## config.mk

```make
export PLATFORM = sky130hd
export DESIGN_NAME = trans_addr_mp
export DESIGN_NICKNAME = d
export VERILOG_FILES = /design/src/rtl/trans_addr_mp.sv
export SDC_FILE = /design/constraint.sdc
export NUM_CORES = 2
export LEC_CHECK = 0
export CORE_MARGIN = 8
export CORE_UTILIZATION = 25
export DETAILED_ROUTE_END_ITERATION = 7
export GPL_ROUTABILITY_DRIVEN = 0
export PLACE_DENSITY_LB_ADDON = 0.12
export SLEW_MARGIN = 0
export SYNTH_ARGS = -nofsm -noshare
export SYNTH_HDL_FRONTEND = slang
export SYNTH_SLANG_ARGS = --single-unit
```

## constraint.sdc

```tcl
create_clock -name clk -period 18.4 [get_ports clk]
set_input_delay 2.76 -clock clk [delete_from_list [all_inputs] [get_ports clk]]
set_output_delay 2.76 -clock clk [all_outputs]
set_load 0.005 [all_outputs]
```

## src/rtl/trans_addr_mp.sv

```systemverilog
// Multi-port VA->PA translator (DA, DMW0/DMW1, fully-associative TLB) with one registered response per port.
// Latency 1 cycle; a stalled response (resp_valid & !resp_ready) holds its fields and drops req_ready.
module trans_addr_mp #(
  parameter int          NUM_PORTS = 2,
  parameter int          TLBNUM    = 16,
  parameter logic [15:0] UC_HI     = 16'hbfaf
) (
  input  logic                      clk,
  input  logic                      rst,
  input  logic [NUM_PORTS-1:0]      req_valid,
  output logic [NUM_PORTS-1:0]      req_ready,
  input  logic [32*NUM_PORTS-1:0]   req_vaddr,
  input  logic [NUM_PORTS-1:0]      req_fetch,
  input  logic [NUM_PORTS-1:0]      req_store,
  output logic [NUM_PORTS-1:0]      resp_valid,
  input  logic [NUM_PORTS-1:0]      resp_ready,
  output logic [32*NUM_PORTS-1:0]   resp_paddr,
  output logic [NUM_PORTS-1:0]      resp_uncache,
  output logic [3*NUM_PORTS-1:0]    resp_ecode,
  input  logic                      csr_da,
  input  logic                      csr_pg,
  input  logic [1:0]                csr_plv,
  input  logic [1:0]                csr_datf,
  input  logic [1:0]                csr_datm,
  input  logic [9:0]                csr_asid,
  input  logic [31:0]               csr_dmw0,
  input  logic [31:0]               csr_dmw1,
  input  logic                      tlb_we,
  input  logic [$clog2(TLBNUM)-1:0] tlb_windex,
  input  logic [88:0]               tlb_wentry,
  input  logic                      tlb_inv_all
);

  localparam int IW = $clog2(TLBNUM);

  localparam logic [2:0] EC_NONE = 3'd0;
  localparam logic [2:0] EC_TLBR = 3'd1;
  localparam logic [2:0] EC_PIF  = 3'd2;
  localparam logic [2:0] EC_PIL  = 3'd3;
  localparam logic [2:0] EC_PIS  = 3'd4;
  localparam logic [2:0] EC_PPI  = 3'd5;
  localparam logic [2:0] EC_PME  = 3'd6;

  typedef struct packed {
    logic        vld;
    logic        dirty;
    logic [1:0]  mat;
    logic [1:0]  plv;
    logic [19:0] ppn;
  } tlb_page_t;

  // Entry payload without the e bit; e lives in its own resettable vector.
  typedef struct packed {
    logic [9:0]  asid;
    logic        g;
    logic [5:0]  ps;
    logic [18:0] vppn;
    tlb_page_t   p0;
    tlb_page_t   p1;
  } tlb_body_t;

  logic [TLBNUM-1:0] tlb_e;
  tlb_body_t         tlb_mem [TLBNUM];

  // Invalidate-all is applied first so a same-cycle write survives.
  always_ff @(posedge clk or negedge rst) begin
    if (!rst) begin
      tlb_e <= '0;
    end else begin
      if (tlb_inv_all) tlb_e <= '0;
      if (tlb_we)      tlb_e[tlb_windex] <= tlb_wentry[88];
    end
  end

  always_ff @(posedge clk) begin
    if (tlb_we) tlb_mem[tlb_windex] <= tlb_wentry[87:0];
  end

  logic da_mode;
  logic dmw0_plv_ok;
  logic dmw1_plv_ok;
  logic unused_dmw;

  assign da_mode     = csr_da & ~csr_pg;
  assign dmw0_plv_ok = (csr_dmw0[0] & (csr_plv == 2'd0)) | (csr_dmw0[3] & (csr_plv == 2'd3));
  assign dmw1_plv_ok = (csr_dmw1[0] & (csr_plv == 2'd0)) | (csr_dmw1[3] & (csr_plv == 2'd3));
  assign unused_dmw  = ^{csr_dmw0[28], csr_dmw0[24:6], csr_dmw0[2:1],
                         csr_dmw1[28], csr_dmw1[24:6], csr_dmw1[2:1]};

  for (genvar p = 0; p < NUM_PORTS; p++) begin : g_port
    logic [31:0]       va;
    logic              fetch;
    logic              store;
    logic              dmw0_hit;
    logic              dmw1_hit;
    logic [TLBNUM-1:0] match;
    logic              tlb_hit;
    logic [IW-1:0]     hit_idx;
    logic              hit_big;
    logic              odd;
    tlb_page_t         pg;
    logic [31:0]       paddr_n;
    logic [1:0]        mat_n;
    logic [2:0]        ecode_n;
    logic              uc_n;
    logic              accept;
    logic              vld_q;
    logic [31:0]       paddr_q;
    logic              uc_q;
    logic [2:0]        ecode_q;

    assign va       = req_vaddr[32*p +: 32];
    assign fetch    = req_fetch[p];
    assign store    = req_store[p] & ~req_fetch[p];
    assign dmw0_hit = dmw0_plv_ok & (va[31:29] == csr_dmw0[31:29]);
    assign dmw1_hit = dmw1_plv_ok & (va[31:29] == csr_dmw1[31:29]);

    always_comb begin
      for (int i = 0; i < TLBNUM; i++) begin
        match[i] = tlb_e[i] & (tlb_mem[i].g | (tlb_mem[i].asid == csr_asid)) &
                   (((tlb_mem[i].ps == 6'd12) & (tlb_mem[i].vppn == va[31:13])) |
                    ((tlb_mem[i].ps == 6'd21) & (tlb_mem[i].vppn[18:8] == va[31:21])));
      end
    end

    // Descending scan so the lowest matching index is the one left standing.
    always_comb begin
      tlb_hit = 1'b0;
      hit_idx = '0;
      for (int i = TLBNUM - 1; i >= 0; i--) begin
        if (match[i]) begin
          tlb_hit = 1'b1;
          hit_idx = IW'(i);
        end
      end
    end

    assign hit_big = (tlb_mem[hit_idx].ps == 6'd21);
    assign odd     = hit_big ? va[21] : va[12];
    assign pg      = odd ? tlb_mem[hit_idx].p1 : tlb_mem[hit_idx].p0;

    always_comb begin
      paddr_n = va;
      mat_n   = 2'd0;
      ecode_n = EC_NONE;
      if (da_mode) begin
        mat_n = fetch ? csr_datf : csr_datm;
      end else if (dmw0_hit) begin
        paddr_n = {csr_dmw0[27:25], va[28:0]};
        mat_n   = csr_dmw0[5:4];
      end else if (dmw1_hit) begin
        paddr_n = {csr_dmw1[27:25], va[28:0]};
        mat_n   = csr_dmw1[5:4];
      end else if (!tlb_hit) begin
        ecode_n = EC_TLBR;
      end else if (!pg.vld) begin
        ecode_n = fetch ? EC_PIF : (store ? EC_PIS : EC_PIL);
      end else if (csr_plv > pg.plv) begin
        ecode_n = EC_PPI;
      end else if (store & ~pg.dirty) begin
        ecode_n = EC_PME;
      end else begin
        mat_n   = pg.mat;
        paddr_n = hit_big ? {pg.ppn[19:9], va[20:0]} : {pg.ppn, va[11:0]};
      end
    end

    assign uc_n = (ecode_n == EC_NONE) &
                  ((mat_n == 2'd0) | ((va[31:16] == UC_HI) & ~fetch));

    assign req_ready[p] = ~vld_q | resp_ready[p];
    assign accept       = req_valid[p] & req_ready[p];

    always_ff @(posedge clk or negedge rst) begin
      if (!rst) begin
        vld_q   <= 1'b0;
        paddr_q <= '0;
        uc_q    <= 1'b0;
        ecode_q <= EC_NONE;
      end else if (accept) begin
        vld_q   <= 1'b1;
        paddr_q <= paddr_n;
        uc_q    <= uc_n;
        ecode_q <= ecode_n;
      end else if (resp_ready[p]) begin
        vld_q   <= 1'b0;
      end
    end

    assign resp_valid[p]          = vld_q;
    assign resp_paddr[32*p +: 32] = paddr_q;
    assign resp_uncache[p]        = uc_q;
    assign resp_ecode[3*p +: 3]   = ecode_q;
  end

endmodule

```

==> reports/metrics.csv <==
stage,metric,value,unit
grt,largest net degree at the start of global routing,97,
worst_setup_path,crit path launch,req_vaddr[29],
floorplanning,Die Area,313000,sq um
finish,layout cells sized above 1,9.22,%
logic_synthesis,Yosys cell types,88,
route,via count,47417,
timing,Slew HR,16.0,%
worst_setup_path,WP data required,19.10,ns
cts,Max clock buf depth,4,
timing,f_max,0.0829,GHz
logic_synthesis,sequential share of the synthesized area,60.4,%
grt,initial antenna violation count,42,
timing,final hold vios,0,
min_path,hold crit path type,reg -> reg,
route,Routed Antenna Nets,0,
route,DR pass1 iterations,6,
flow_run,Max-cap violations,0,
timing,Final TNS setup,0,ns
worst_setup_path,WS Path Type,in -> reg,
route,WL per Instance,28.6,um
floorplanning,# IOs,327,
logic_synthesis,Synth area leaders,"edfxtp_1 (57%), mux2i_1 (10%), xor2_1 (5.8%)",
route,routed wire length,283000,um
logic_synthesis,most numerous cell in the Yosys netlist,edfxtp_1,
cts,TritonCTS Buffers,188,
placement,DP Area,81200,sq um
cts,clock root cell,clkbuf_16,
logic_synthesis,Post-synth top cells,"edfxtp_1 (1408), mux2i_1 (770), xor2_1 (492), nand2_1 (372), xnor2_1 (288)",
logic_synthesis,YS warnings,0,
finish,Finished Cell Area,87000,sq um
timing,Slew @ Worst Pin,1.26,ns
min_path,hold_sp,g_port[0].paddr_q[7]$_DFFE_PN0P_,
cts,Clock Sinks,1498,
cts,"CTS clk-pin slew, worst paths",0.05,ns
grt,met1 Use GR,23.2,%
finish,post-route insts no fill,9872,
worst_setup_path,Critical R2R Capture,g_port[0].paddr_q[13]$_DFFE_PN0P_,
logic_synthesis,area share of the largest cell type after synthesis,57.4,%
timing,Final Setup Violations,0,
outcome,status,"complete, no violations",
floorplanning,die height,559,um
timing,fin crit share,65.6,%
timing,fin crit period,12.06,ns
logic_synthesis,Syn Nets,5788,
worst_setup_path,FF-to-FF path depth,25,
route,via/cell ratio,4.80,
worst_setup_path,Worst R2R Start,tlb_mem[6][72]$_DFFE_PP_,
route,initial DRC count,3192,
grt,vias in the first global route,48456,
cts,hold_buf cts,0,
cts,CTS HTree Levels,4,
logic_synthesis,asr flop ratio synth,6.01,%
cts,Resized cells post-CTS,0,
worst_setup_path,critical path endpoint,g_port[0].paddr_q[13]$_DFFE_PN0P_,
logic_synthesis,register bit total from synthesis,1498,
logic_synthesis,"EDFF count, synth",1408,
cts,clock latency on the worst-skew pair,0.88,ns
floorplanning,CORE AREA,294000,sq um
worst_setup_path,Arrival @ worst endpoint,12.76,ns
cts,Post-CTS Setup Inserts,0,
worst_setup_path,CP startpoint kind,input pin,
floorplanning,Die X,559,um
timing,RSZ-0062 raised after global routing,no,
grt,grt met2 use,29.0,%
power_and_ir_drop,maximum VDD drop,0.0656,mV
floorplanning,row count,199,
logic_synthesis,syn_area_per_cell,13.3,sq um
timing,Clock Skew,0.0694,ns
grt,met3 global-route usage,2.57,%
logic_synthesis,Synth area leader,edfxtp_1,
grt,GR Overflow Total,0,
power_and_ir_drop,LEAKAGE,30.5,nW
logic_synthesis,"Top FF cell, synth",edfxtp_1,
route,DR DRC count,0,
grt,Tot GR Track Use,17.3,%
floorplanning,Starting Density,25.1,%
power_and_ir_drop,pwr dens,91.1,nW/um^2
finish,fin nets,6049,
placement,Placed Cells,9523,
placement,DP HPWL,171000,um
timing,Max Slew Vio Count,0,
logic_synthesis,Post-Syn Instances,5533,
worst_setup_path,reg2reg setup slack,8.16,ns
grt,grt peak-use layer,met2,
logic_synthesis,Mapped Area,73700,sq um
grt,first-pass GRT wire length,388000,um
placement,I/O Buffers,282,
worst_setup_path,CP Capture Type,flop,
worst_setup_path,"Max FO, Critical Path",96,
finish,synth-to-layout area growth,18.0,%
cts,CTS tree,done,
cell families after synthesis:
group	after synthesis	share of synthesized area, %
AND/OR/NAND/NOR	1210	8.76
XOR/XNOR	780	9.27
adder cells (fa/ha/maj)	4	0.0679
flip-flops	1498	60.4
buffers and inverters	383	2.45
AO/OA/AOI/OAI	827	7.62
multiplexers	831	11.4
state kept, by name, indices dropped and copies added, names as in the netlist:
signal and cells:
g_port.uc_q 2, g_port.ecode_q 6, tlb_e 16, tlb_mem 1408, g_port.vld_q 2, g_port.paddr_q 64
layout make-up:
class	count	area [sq um]
Clock buffer	238	5040
Multi-Input combinational cell	3652	27600
Inverter	15	58.8
Tap cell	3919	4900
Sequential cell	1498	44500
Antenna cell	12	30.0
Fill cell	29460	207000
Clock inverter	99	733
Timing Repair Buffer	439	4110
worst min-delay path by stage:
stage / depth (start not counted) / endpoint / slack (ns)
after floorplan: 2 / g_port[0].ecode_q[2]$_DFFE_PN0P_ / 0.46
after global placement: 2 / g_port[0].ecode_q[2]$_DFFE_PN0P_ / 0.46
after detailed placement: 2 / g_port[0].paddr_q[7]$_DFFE_PN0P_ / 0.47
after CTS: 2 / g_port[0].paddr_q[7]$_DFFE_PN0P_ / 0.48
after global routing: 2 / g_port[0].paddr_q[6]$_DFFE_PN0P_ / 0.49
final: 2 / g_port[0].paddr_q[7]$_DFFE_PN0P_ / 0.47
per-stage QoR:
stage	setup slack (ns)	power [W]	utilization [%]	hold WS, ns
4_1_cts	6.41	0.00805	29.6	0.478
2_1_floorplan	8.12	0.00417	-	0.463
5_1_grt	5.83	0.00820	29.6	0.489
3_3_place_gp	5.54	0.00447	27.7	0.463
6_report	6.34	0.00793	29.6	0.473
3_5_place_dp	5.52	0.00447	27.7	0.465
report_power, final:
part | internal, W | switching [W]
Clock | 0.00205 | 0.00148
Sequential | 0.00382 | 0.0000485
Combinational | 0.000199 | 0.000326
Total | 0.00607 | 0.00186
cell usage in the layout (no fill, tap or decap), types with 28 or more instances in the layout:
| cell | n |
|---|---|
| a211oi_1 | 281 |
| a21o_1 | 37 |
| a21oi_1 | 176 |
| and2_1 | 112 |
| buf_4 | 146 |
| clkbuf_1 | 41 |
| clkbuf_16 | 193 |
| clkdlybuf4s50_1 | 274 |
| clkinv_1 | 51 |
| clkinv_2 | 28 |
| dfrtp_1 | 90 |
| edfxtp_1 | 1408 |
| mux2_2 | 57 |
| mux2i_1 | 770 |
| nand2_1 | 368 |
| nand3_1 | 152 |
| nand4_1 | 62 |
| nor2_1 | 60 |
| nor2b_1 | 87 |
| nor3_1 | 100 |
| nor4_1 | 115 |
| o21ai_0 | 92 |
| o21ai_1 | 39 |
| xnor2_1 | 288 |
| xor2_1 | 492 |
critical path: stages:
cell             delay [ns]
clkdlybuf4s50_1        0.45
buf_4                  0.47
xnor2_1                0.19
nand4_1                0.13
nor3_1                 0.91
o2111a_1               0.41
nor4_1                 0.08
a221oi_1               0.43
o21a_4                 0.48
mux4_2                 0.56
mux2i_1                0.46
mux2i_1                0.20
nor3b_4                0.59
buf_12                 0.47
a211oi_1               0.10
a211o_1                0.30
a21boi_0               0.16
a21boi_1               0.39
ha_1                   0.32
a21oi_1                0.13
a21oi_1                0.18
nor4b_2                0.45
o21ai_2                0.10
buf_4                  0.25
nor3_2                 0.81
nand3_1                0.52
o221a_2                0.27
metal layers:
layer  vias to the layer above  part of all wire, %
met5                         -                0.040
li1                      21487                    -
met1                     24515                   46
met2                      1021                   47
met3                       378                  4.2
met4                        16                  3.0
Power figures use the tool's default switching activity.
